### src/rtl/spw_ulight_fifo_bridge.sv
`default_nettype none
// ============================================================================
// Module   : spw_ulight_fifo_bridge
// Purpose  : Avalon-MM slave bridging up to four SpaceWire ulight links.
//            Each channel has a TX FIFO, an RX FIFO, a time-code transmit
//            handshake, a time-code receive latch, sticky error flags and
//            link control bits.
// Ports    : clk_clk / reset_reset      clock, synchronous active-high reset
//            avs_*                      register bus, 4 words per channel,
//                                       read data valid one cycle after read
//            data_tx_to_w/data_en_to_w  TX characters to the links (9b each)
//            data_rx_r/data_rx_ready    RX characters from the links
//            timec_*                    time-code TX handshake and RX strobe
//            fsm_info/credit_error_rx   link status inputs
//            link_start/link_disable/auto_start  link control outputs
// Revision : 1.0 - initial release
// ============================================================================
module spw_ulight_fifo_bridge #(
    parameter int CHANNELS = 2,
    parameter int TX_DEPTH = 8,
    parameter int RX_DEPTH = 8
) (
    input  logic                          clk_clk,
    input  logic                          reset_reset,
    input  logic [$clog2(CHANNELS)+1:0]   avs_address,
    input  logic                          avs_write,
    input  logic                          avs_read,
    input  logic [31:0]                   avs_writedata,
    output logic [31:0]                   avs_readdata,
    output logic [CHANNELS*9-1:0]         data_tx_to_w,
    output logic [CHANNELS-1:0]           data_en_to_w,
    input  logic [CHANNELS-1:0]           data_tx_ready,
    input  logic [CHANNELS*9-1:0]         data_rx_r,
    input  logic [CHANNELS-1:0]           data_rx_ready,
    output logic [CHANNELS*8-1:0]         timec_tx_to_w,
    output logic [CHANNELS-1:0]           timec_en_to_tx,
    input  logic [CHANNELS-1:0]           timec_tx_ready,
    input  logic [CHANNELS*8-1:0]         timec_rx_r,
    input  logic [CHANNELS-1:0]           timec_rx_ready,
    input  logic [CHANNELS*6-1:0]         fsm_info,
    input  logic [CHANNELS-1:0]           credit_error_rx,
    output logic [CHANNELS-1:0]           link_start,
    output logic [CHANNELS-1:0]           link_disable,
    output logic [CHANNELS-1:0]           auto_start
);

    localparam int       c_tx_pw   = $clog2(TX_DEPTH);
    localparam int       c_rx_pw   = $clog2(RX_DEPTH);
    localparam bit [0:0] c_tc_idle = 1'b0;
    localparam bit [0:0] c_tc_busy = 1'b1;

    logic [1:0]          w_off;
    logic [2:0]          w_chan;
    logic                w_chan_ok;
    logic [CHANNELS-1:0] w_sel;
    logic [31:0]         w_rd_status [CHANNELS];
    logic [31:0]         w_rd_rx     [CHANNELS];
    logic [31:0]         w_rd_ctrl   [CHANNELS];
    logic [31:0]         w_rd_data;
    logic [31:0]         r_readdata;
    logic                w_unused;

    // Upper address bits select the channel; a 3-bit view covers all widths.
    assign w_off     = avs_address[1:0];
    assign w_chan    = 3'(avs_address >> 2);
    assign w_chan_ok = (w_chan < 3'(CHANNELS));
    assign w_unused  = ^avs_writedata[31:17];

    generate
        for (genvar c = 0; c < CHANNELS; c++) begin : g_ch
            logic [8:0]         r_tx_mem [TX_DEPTH];
            logic [8:0]         r_rx_mem [RX_DEPTH];
            logic [c_tx_pw-1:0] r_tx_wp, r_tx_rp;
            logic [c_rx_pw-1:0] r_rx_wp, r_rx_rp;
            logic [c_tx_pw:0]   r_tx_cnt;
            logic [c_rx_pw:0]   r_rx_cnt;
            logic               r_tx_ovf, r_rx_ovf, r_credit_err;
            logic               r_tc_rx_valid;
            logic [7:0]         r_tc_rx_val;
            logic [0:0]         r_tc_state;
            logic [7:0]         r_tc_tx_val;
            logic [2:0]         r_ctrl;

            logic w_tx_full, w_tx_empty, w_rx_full, w_rx_empty;
            logic w_ctrl_wr, w_ctrl_rd, w_flush, w_clr_sticky, w_tc_load;
            logic w_tx_wr, w_tx_push, w_tx_pop;
            logic w_rx_push, w_rx_drop, w_rx_pop;
            logic w_tc_busy;

            assign w_sel[c] = w_chan_ok && (w_chan == 3'(c));

            assign w_tx_full  = (r_tx_cnt == (c_tx_pw+1)'(TX_DEPTH));
            assign w_tx_empty = (r_tx_cnt == '0);
            assign w_rx_full  = (r_rx_cnt == (c_rx_pw+1)'(RX_DEPTH));
            assign w_rx_empty = (r_rx_cnt == '0);
            assign w_tc_busy  = (r_tc_state == c_tc_busy);

            assign w_ctrl_wr    = avs_write && w_sel[c] && (w_off == 2'd3);
            assign w_ctrl_rd    = avs_read  && w_sel[c] && (w_off == 2'd3);
            assign w_flush      = w_ctrl_wr && avs_writedata[3];
            assign w_clr_sticky = w_ctrl_wr && avs_writedata[4];
            assign w_tc_load    = w_ctrl_wr && avs_writedata[16] && !w_tc_busy;

            // A flush on this channel overrides any same-cycle push or pop.
            assign w_tx_wr   = avs_write && w_sel[c] && (w_off == 2'd0);
            assign w_tx_push = w_tx_wr && !w_tx_full && !w_flush;
            assign w_tx_pop  = !w_tx_empty && data_tx_ready[c] && !w_flush;
            assign w_rx_push = data_rx_ready[c] && !w_rx_full && !w_flush;
            assign w_rx_drop = data_rx_ready[c] && w_rx_full && !w_flush;
            assign w_rx_pop  = avs_read && w_sel[c] && (w_off == 2'd1) &&
                               !w_rx_empty && !w_flush;

            // Storage carries no reset; the counts define what is valid.
            always_ff @(posedge clk_clk) begin
                if (w_tx_push) r_tx_mem[r_tx_wp] <= avs_writedata[8:0];
                if (w_rx_push) r_rx_mem[r_rx_wp] <= data_rx_r[c*9 +: 9];
            end

            always_ff @(posedge clk_clk) begin
                if (reset_reset || w_flush) begin
                    r_tx_wp  <= '0;
                    r_tx_rp  <= '0;
                    r_tx_cnt <= '0;
                    r_rx_wp  <= '0;
                    r_rx_rp  <= '0;
                    r_rx_cnt <= '0;
                end else begin
                    if (w_tx_push) r_tx_wp <= r_tx_wp + 1'b1;
                    if (w_tx_pop)  r_tx_rp <= r_tx_rp + 1'b1;
                    if (w_tx_push && !w_tx_pop)      r_tx_cnt <= r_tx_cnt + 1'b1;
                    else if (!w_tx_push && w_tx_pop) r_tx_cnt <= r_tx_cnt - 1'b1;
                    if (w_rx_push) r_rx_wp <= r_rx_wp + 1'b1;
                    if (w_rx_pop)  r_rx_rp <= r_rx_rp + 1'b1;
                    if (w_rx_push && !w_rx_pop)      r_rx_cnt <= r_rx_cnt + 1'b1;
                    else if (!w_rx_push && w_rx_pop) r_rx_cnt <= r_rx_cnt - 1'b1;
                end
            end

            // Sticky flags: a same-cycle set beats the clear.
            always_ff @(posedge clk_clk) begin
                if (reset_reset) begin
                    r_tx_ovf      <= 1'b0;
                    r_rx_ovf      <= 1'b0;
                    r_credit_err  <= 1'b0;
                    r_tc_rx_valid <= 1'b0;
                    r_tc_rx_val   <= '0;
                    r_ctrl        <= '0;
                end else begin
                    if (w_tx_wr && w_tx_full) r_tx_ovf <= 1'b1;
                    else if (w_clr_sticky)    r_tx_ovf <= 1'b0;
                    if (w_rx_drop)            r_rx_ovf <= 1'b1;
                    else if (w_clr_sticky)    r_rx_ovf <= 1'b0;
                    if (credit_error_rx[c])   r_credit_err <= 1'b1;
                    else if (w_clr_sticky)    r_credit_err <= 1'b0;
                    if (timec_rx_ready[c]) begin
                        r_tc_rx_valid <= 1'b1;
                        r_tc_rx_val   <= timec_rx_r[c*8 +: 8];
                    end else if (w_ctrl_rd) begin
                        r_tc_rx_valid <= 1'b0;
                    end
                    if (w_ctrl_wr) r_ctrl <= avs_writedata[2:0];
                end
            end

            // Time-code transmit handshake.
            always_ff @(posedge clk_clk) begin
                if (reset_reset) begin
                    r_tc_state  <= c_tc_idle;
                    r_tc_tx_val <= '0;
                end else begin
                    case (r_tc_state)
                        c_tc_idle: begin
                            if (w_tc_load) begin
                                r_tc_state  <= c_tc_busy;
                                r_tc_tx_val <= avs_writedata[15:8];
                            end
                        end
                        default: begin
                            if (timec_tx_ready[c]) r_tc_state <= c_tc_idle;
                        end
                    endcase
                end
            end

            // Outputs are forced to zero when nothing is pending.
            assign data_en_to_w[c]          = !w_tx_empty;
            assign data_tx_to_w[c*9 +: 9]   = w_tx_empty ? 9'd0 : r_tx_mem[r_tx_rp];
            assign timec_en_to_tx[c]        = w_tc_busy;
            assign timec_tx_to_w[c*8 +: 8]  = w_tc_busy ? r_tc_tx_val : 8'd0;
            assign link_start[c]            = r_ctrl[0];
            assign link_disable[c]          = r_ctrl[1];
            assign auto_start[c]            = r_ctrl[2];

            assign w_rd_status[c] = {1'b0, 7'(r_tx_cnt), 1'b0, 7'(r_rx_cnt), 2'b00,
                                     w_tc_busy, r_tc_rx_valid, r_credit_err,
                                     r_tx_ovf, r_rx_ovf, w_rx_empty, w_tx_empty,
                                     w_tx_full, fsm_info[c*6 +: 6]};
            assign w_rd_rx[c]     = w_rx_empty ? 32'd0 :
                                    {1'b1, 22'd0, r_rx_mem[r_rx_rp]};
            assign w_rd_ctrl[c]   = {16'd0, r_tc_rx_val, 5'd0, r_ctrl};
        end
    endgenerate

    always_comb begin
        w_rd_data = '0;
        for (int c = 0; c < CHANNELS; c++) begin
            if (w_sel[c]) begin
                case (w_off)
                    2'd1:    w_rd_data = w_rd_rx[c];
                    2'd2:    w_rd_data = w_rd_status[c];
                    2'd3:    w_rd_data = w_rd_ctrl[c];
                    default: w_rd_data = '0;
                endcase
            end
        end
    end

    always_ff @(posedge clk_clk) begin
        if (reset_reset)   r_readdata <= '0;
        else if (avs_read) r_readdata <= w_rd_data;
        else               r_readdata <= '0;
    end

    assign avs_readdata = r_readdata;

endmodule
`default_nettype wire
### config.mk
export PLATFORM = sky130hd
export DESIGN_NAME = spw_ulight_fifo_bridge
export DESIGN_NICKNAME = d
export VERILOG_FILES = /design/src/rtl/spw_ulight_fifo_bridge.sv
export SDC_FILE = /design/constraint.sdc
export NUM_CORES = 1
export LEC_CHECK = 0
export CAP_MARGIN = 10
export CORE_ASPECT_RATIO = 1.4
export CORE_MARGIN = 2
export CORE_UTILIZATION = 55
export CTS_CLUSTER_SIZE = 24
export DETAILED_ROUTE_END_ITERATION = 8
export PLACE_DENSITY = 0.77
export SLEW_MARGIN = 20
export SYNTH_ARGS = -nofsm -noshare
export SYNTH_HDL_FRONTEND = slang
export SYNTH_SLANG_ARGS = --single-unit
### constraint.sdc
create_clock -name clk_clk -period 3 [get_ports clk_clk]
set_input_delay 0.6 -clock clk_clk [delete_from_list [all_inputs] [get_ports clk_clk]]
set_output_delay 0.6 -clock clk_clk [all_outputs]
set_load 0.05 [all_outputs]
### Word level (Yosys, flattened, before mapping)

Memory sizes are Yosys's and may differ from the RTL's. A register that Yosys moved wholly into a read port is not among the register bits.
Index checks and enable logic that the tools add are counted.

| word-level totals | value |
|---|---|
| input bits | 95 |
| register bits | 120 |
| logic and storage cells | 207 |
| output and inout bits | 76 |
| memories | 4 |
| latch bits | 0 |
| bits in read-only memories | 0 |
| RAM bits | 288 |

| operators by class | value |
|---|---|
| multipliers | 0 |
| add/subtract/negate cells | 16 |
| $lt $le $gt $ge | 1 |
| equal/unequal tests | 7 |
| bitwise logic cells | 3 |
| div/mod/pow operators | 0 |
| reduce and logical (&&, ||, !) cells | 95 |
| mux-type cells | 52 |
| shift operators | 0 |

Memory list:

| name | words | width | read ports | clocked after Yosys merged registers in | write ports | line | RTL |
|---|---|---|---|---|---|---|---|
| g_ch[0].r_rx_mem | 8 | 9 | 1 | 1 | 1 | 72 | `logic [8:0] r_rx_mem [RX_DEPTH];` |
| g_ch[0].r_tx_mem | 8 | 9 | 1 | 1 | 1 | 71 | `logic [8:0] r_tx_mem [TX_DEPTH];` |
| g_ch[1].r_rx_mem | 8 | 9 | 1 | 1 | 1 | 72 |  |
| g_ch[1].r_tx_mem | 8 | 9 | 1 | 1 | 1 | 71 |  |

Operators by type and width:

| kind | count |
|---|---|
| case mux 32 bit (3 select lines) | 2 |
| two-way mux 32 bit | 4 |
| logical AND 1 bit | 52 |
| two-way mux 4 bit | 8 |
| two-way mux 1 bit | 26 |
| adder 3 x 1 -> 3 bit (second input constant) | 8 |
| two-way mux 3 bit | 8 |
| nonzero test 2 bit | 12 |
| logical NOT 1 bit | 20 |
| two-way mux 9 bit | 2 |
| adder 4 x 1 -> 4 bit (second input constant) | 4 |
| equality test 4 bit (second input constant) | 4 |
| logical NOT 4 bit | 4 |
| two-way mux 8 bit | 2 |
| subtractor 4 x 1 -> 4 bit (second input constant) | 4 |
| equality test 2 bit (second input constant) | 2 |
| AND reduction 2 bit | 2 |
| logical NOT 3 bit | 1 |
| NOT 1 bit | 3 |
| equality test 2 x 1 -> 1 bit (second input constant) | 1 |
| logical NOT 2 bit | 1 |
| logical OR 1 bit | 2 |
| < comparator 1 x 2 -> 1 bit (second input constant) | 1 |
| OR reduction 2 bit | 1 |

### Depth between registers and ports, before layout

| depth | value |
|---|---|
| depth in word-level cells | 11 |
| gate-level depth with buffers | 13 |
| mapped depth without buffers | 11 |

### Worst setup path after synthesis

No wires, ideal clock.

| timing path | value |
|---|---|
| path kind | input to register |
| start | input avs_address[0] |
| end | register g_ch[1].r_rx_cnt[3] |
| setup slack | 0.341 ns |
| cell stages on the path | 11 |
| library setup time | 0.072 ns |
| required time | 2.928 ns |
| arrival time | 2.587 ns |
| cells stage by stage | buf_6 -> nand2b_2 -> nor3_1 -> inv_1 -> ha_1 -> inv_1 -> ha_1 -> a21o_1 -> a21oi_1 -> mux2i_1 -> mux2i_1 |

| between the ends | value |
|---|---|
| longest elaborated chain between the ends | 8 |
| elaborated cells on any way between the ends | 16 |
| those cells by class | 2 x eq/ne; 1 x mux; 13 x reduce/logical |

RTL lines:

| what | line | RTL |
|---|---|---|
| start: declaration | 25 | `input logic [$clog2(CHANNELS)+1:0] avs_address,` |
| equality test 2 bit | 98 | `assign w_ctrl_wr = avs_write && w_sel[c] && (w_off == 2'd3);` |
| logical AND 1 bit | 98 |  |
| logical AND 1 bit | 100 | `assign w_flush = w_ctrl_wr && avs_writedata[3];` |
| logical NOT 1 bit | 108, 111 |  |
| logical AND 1 bit (on tied branches) | 111, 108 |  |
| logical NOT 1 bit (on tied branches) | 134, 135 |  |
| logical AND 1 bit (on tied branches) | 134, 135 |  |
| two-way mux 4 bit / nonzero test 2 bit (equally long branches) | -- |  |
| end signal: assignment | 134 | `if (w_rx_push && !w_rx_pop) r_rx_cnt <= r_rx_cnt + 1'b1;` |
| end signal: assignment | 135 | `else if (!w_rx_push && w_rx_pop) r_rx_cnt <= r_rx_cnt - 1'b1;` |
| end: declaration | 76 | `logic [c_rx_pw:0] r_rx_cnt;` |

Several ways; a longest one is shown, not always the timed one.
A chain may end at the register's enable or synchronous reset.

### Worst setup path in the final report

| timing path | value |
|---|---|
| start | register g_ch[0].r_tx_cnt[0] |
| end | output data_en_to_w[0] |

| between the ends | value |
|---|---|
| longest elaborated chain between the ends | 2 |

RTL lines:

| what | line | RTL |
|---|---|---|
| start: declaration | 75 | `logic [c_tx_pw:0] r_tx_cnt;` |
| start signal: assignment | 130 | `if (w_tx_push && !w_tx_pop) r_tx_cnt <= r_tx_cnt + 1'b1;` |
| start signal: assignment | 131 | `else if (!w_tx_push && w_tx_pop) r_tx_cnt <= r_tx_cnt - 1'b1;` |
| logical NOT 4 bit | 93 | `assign w_tx_empty = (r_tx_cnt == '0);` |
| logical NOT 1 bit | 186 | `assign data_en_to_w[c] = !w_tx_empty;` |
| end: declaration | 31 | `output logic [CHANNELS-1:0] data_en_to_w,` |

Every way passes these cells.

==> flow_summary.ini <==
[synthesis]
ys_seq_elements = 413
synth_cell_types = 63
syn-mean-instance-area_sq_um = 15.1
ys.flop_type = edfxtp_1
netlist_instances = 1113
yosysSeqAreaShare_pct = 66.2
synth_area_sq_um = 16800
yosysWarnings = 0
synth_edf_count = 288
synthArstFlopShare_pct = 0

[cts]
htreeDepth = 2
cts_root_buffer = clkbuf_16
cts_sinks = 413
cts_setup_buffers = 0
tritoncts = yes
clockBufferDepth = 3
insertion_delay_ns = 0.54
cts_made_buffers = 38
clkTransAtPathRegs_ns = 0.07

[final_layout]
fin_nets = 1455
antenna_cells = 0
drive_gt1_share_pct = 19.8
finalInstanceArea_sq_um = 20400
post-route-util_pct = 67.8
final_cell_mix = edfxtp_1 (288), nor2_1 (132), clkdlybuf4s50_1 (128)
final_common_cell = edfxtp_1
syn_to_final_growth_pct = 21.0

[detailed_routing]
drt_pass1_iterations = 6
avgViaCountPerCell = 5.69
wl_per_cell_um = 21.3
drt_iter0_markers = 547
drc_errors = 0
vias = 9962
wl_um = 37300
ant_nets = 0

[floorplan]
die_w_um = 152
core_sq_um = 30000
die_y_um = 211
die_area_sq_um = 32000
start_util_pct = 56.1
rows = 75
io_pins = 171

[power]
power_leakage_nw = 7.13
peakVddDrop_mv = 0.619
report.power.total_mw = 14.7
power.density_nw_per_um2 = 722

[setup_path]
worst_path_max_delay_cell = clkdlybuf4s50_1
path_depth = 3
crit_fanout = 7
worstPathRequired_ns = 2.40
worst-path-buf-inv = 2
endpoint_kind = primary output
crit_family = buffers and inverters
r2r_cells = 10
arrival_ns = 2.24
crit_path_cell_trace = nor4_2, inv_1, clkdlybuf4s50_1
criticalPathCategory = flop to primary output
slowest_delay_ns = 0.87
startpoint_type = flop

[grt]
grt_max_degree = 44
grt_overflow = 0
gr-usage-all-layers_pct = 23.4
grt_pass1_wl_um = 57300
grt_pass1_vias = 10260
antenna_found_initial = 1

[timing]
tightest_slew_ns = 0.791
skew_ns = 0.0125
final_max_slew_viol_count = 0
finalSetupViolCount = 0
post-route-period-util_pct = 94.6
fin_crit_ns = 2.84
slew_headroom_pct = 47.1
finalHoldViolations = 0
grt_setup_unrepaired = no
max_freq_ghz = 0.352
setup_tns_ns = 0

[hold_path]
holdCritPathClass = input pin to flop
holdPathStages = 2

[placed_design]
dpl_cell_area_sq_um = 19100
io_buffers = 148
place.gp.congestion = 0.869
dpl.hpwl_um = 25600

[status]
outcome = completed

[flow_run]
maxCapViolations = 0
-- registers in the layout (all words and copies together), names as in the netlist, 8 cells and up, named ones only --
name              flops
avs_readdata         25
g_ch.r_rx_cnt         8
g_ch.r_rx_mem       144
g_ch.r_tc_rx_val     16
g_ch.r_tc_tx_val     16
g_ch.r_tx_cnt         8
g_ch.r_tx_mem       144
-- timing repair --
action | 4_1_cts | 5_1_grt
hold buffers | 0 | 0
resized for setup | 1 | 0
setup endpoints to repair | 1 | 0
-- worst register-to-register path, stage by stage, from the launching register on --
cell,delay [ns]
dfxtp_1,0.43
or4b_1,0.61
nand2_2,0.10
inv_2,0.04
ha_1,0.20
inv_1,0.08
ha_1,0.24
a21o_1,0.20
a21oi_1,0.19
mux2i_1,0.25
mux2i_1,0.21
-- worst paths after layout --
path	slack, ns	startpoint	end
setup / recovery	0.16	g_ch[0].r_tx_cnt[0]	data_en_to_w[0]
setup reg to reg	0.39	g_ch[0].r_tx_cnt[0]	g_ch[0].r_tx_cnt[3]
hold reg to reg	0.45	g_ch[1].r_rx_ovf	g_ch[1].r_rx_ovf
hold / removal	0.42	reset_reset	g_ch[0].r_ctrl[1]
-- final cells by class --
type                    count  area [sq um]
inverters                  20          75.1
multi-input cells         622          5250
fillers                  2078          9660
clock inverters            23           223
clock buffers              47          1070
well taps                 385           482
flip-flops and latches    413         11200
repair buffers            241          2120
-- metrics by stage --
| step | worst slack [ns] | cells | hold WS, ns |
|---|---|---|---|
| 2_1_floorplan | 0.341 | 1119 | 0.433 |
| 3_3_place_gp | -0.147 | 1681 | 0.445 |
| 3_5_place_dp | -0.228 | 1681 | 0.448 |
| 4_1_cts | 0.140 | 1751 | 0.417 |
| 5_1_grt | 0.0471 | 1751 | 0.414 |
| 6_report | 0.161 | 1751 | 0.424 |
-- cells by family after synthesis --
kind of cell	count (synthesis)	synth area share, %
flip-flops	413	66.2
other	1	0.0223
XOR/XNOR	23	1.20
adder cells (fa/ha/maj)	24	1.96
buffers and inverters	84	2.82
AND/OR/NAND/NOR	307	9.24
AO/OA/AOI/OAI	85	3.37
multiplexers	176	15.1
-- metal layers --
layer	global-route usage [%]	vias up	routed length [um]
met2	42.7	336	20000
met3	3.47	89	1950
met4	9.83	2	1520
li1	-	4609	-
met1	27.7	4926	13900
met5	0	-	13
-- Yosys cell counts (all sizes together), types with 2 or more instances --
cell | count | share of area, %
a31oi | 2 | 0.074
mux2i | 104 | 6.2
o221ai | 2 | 0.10
fa | 4 | 0.48
ha | 20 | 1.5
a21oi | 35 | 1.1
mux4 | 62 | 8.3
nand2 | 57 | 1.4
clkbuf | 13 | 0.29
and3 | 6 | 0.22
and2 | 17 | 0.63
a21o | 6 | 0.27
xor2 | 13 | 0.68
buf | 51 | 2.1
edfxtp | 288 | 51
o2bb2ai | 3 | 0.16
nor3 | 23 | 0.82
inv | 20 | 0.45
nor4b | 3 | 0.25
nor4 | 8 | 0.39
nand4 | 8 | 0.39
nand2b | 19 | 0.72
or4b | 3 | 0.20
xnor2 | 10 | 0.52
a211oi | 3 | 0.13
mux2 | 10 | 0.67
a22oi | 12 | 0.54
a311oi | 6 | 0.31
dfxtp | 125 | 15
o31a | 3 | 0.16
nor2 | 132 | 2.9
nor2b | 6 | 0.22
o21ai | 6 | 0.20
a221oi | 3 | 0.16
nand3 | 17 | 0.65
-- report_power, final --
group | switching [mW] | internal, mW | leakage (nW)
Sequential | 0.280 | 6.39 | 3.62
Combinational | 1.80 | 1.30 | 2.87
Clock | 2.04 | 2.89 | 0.641
Note: power is estimated with default switching activity, not from simulation.
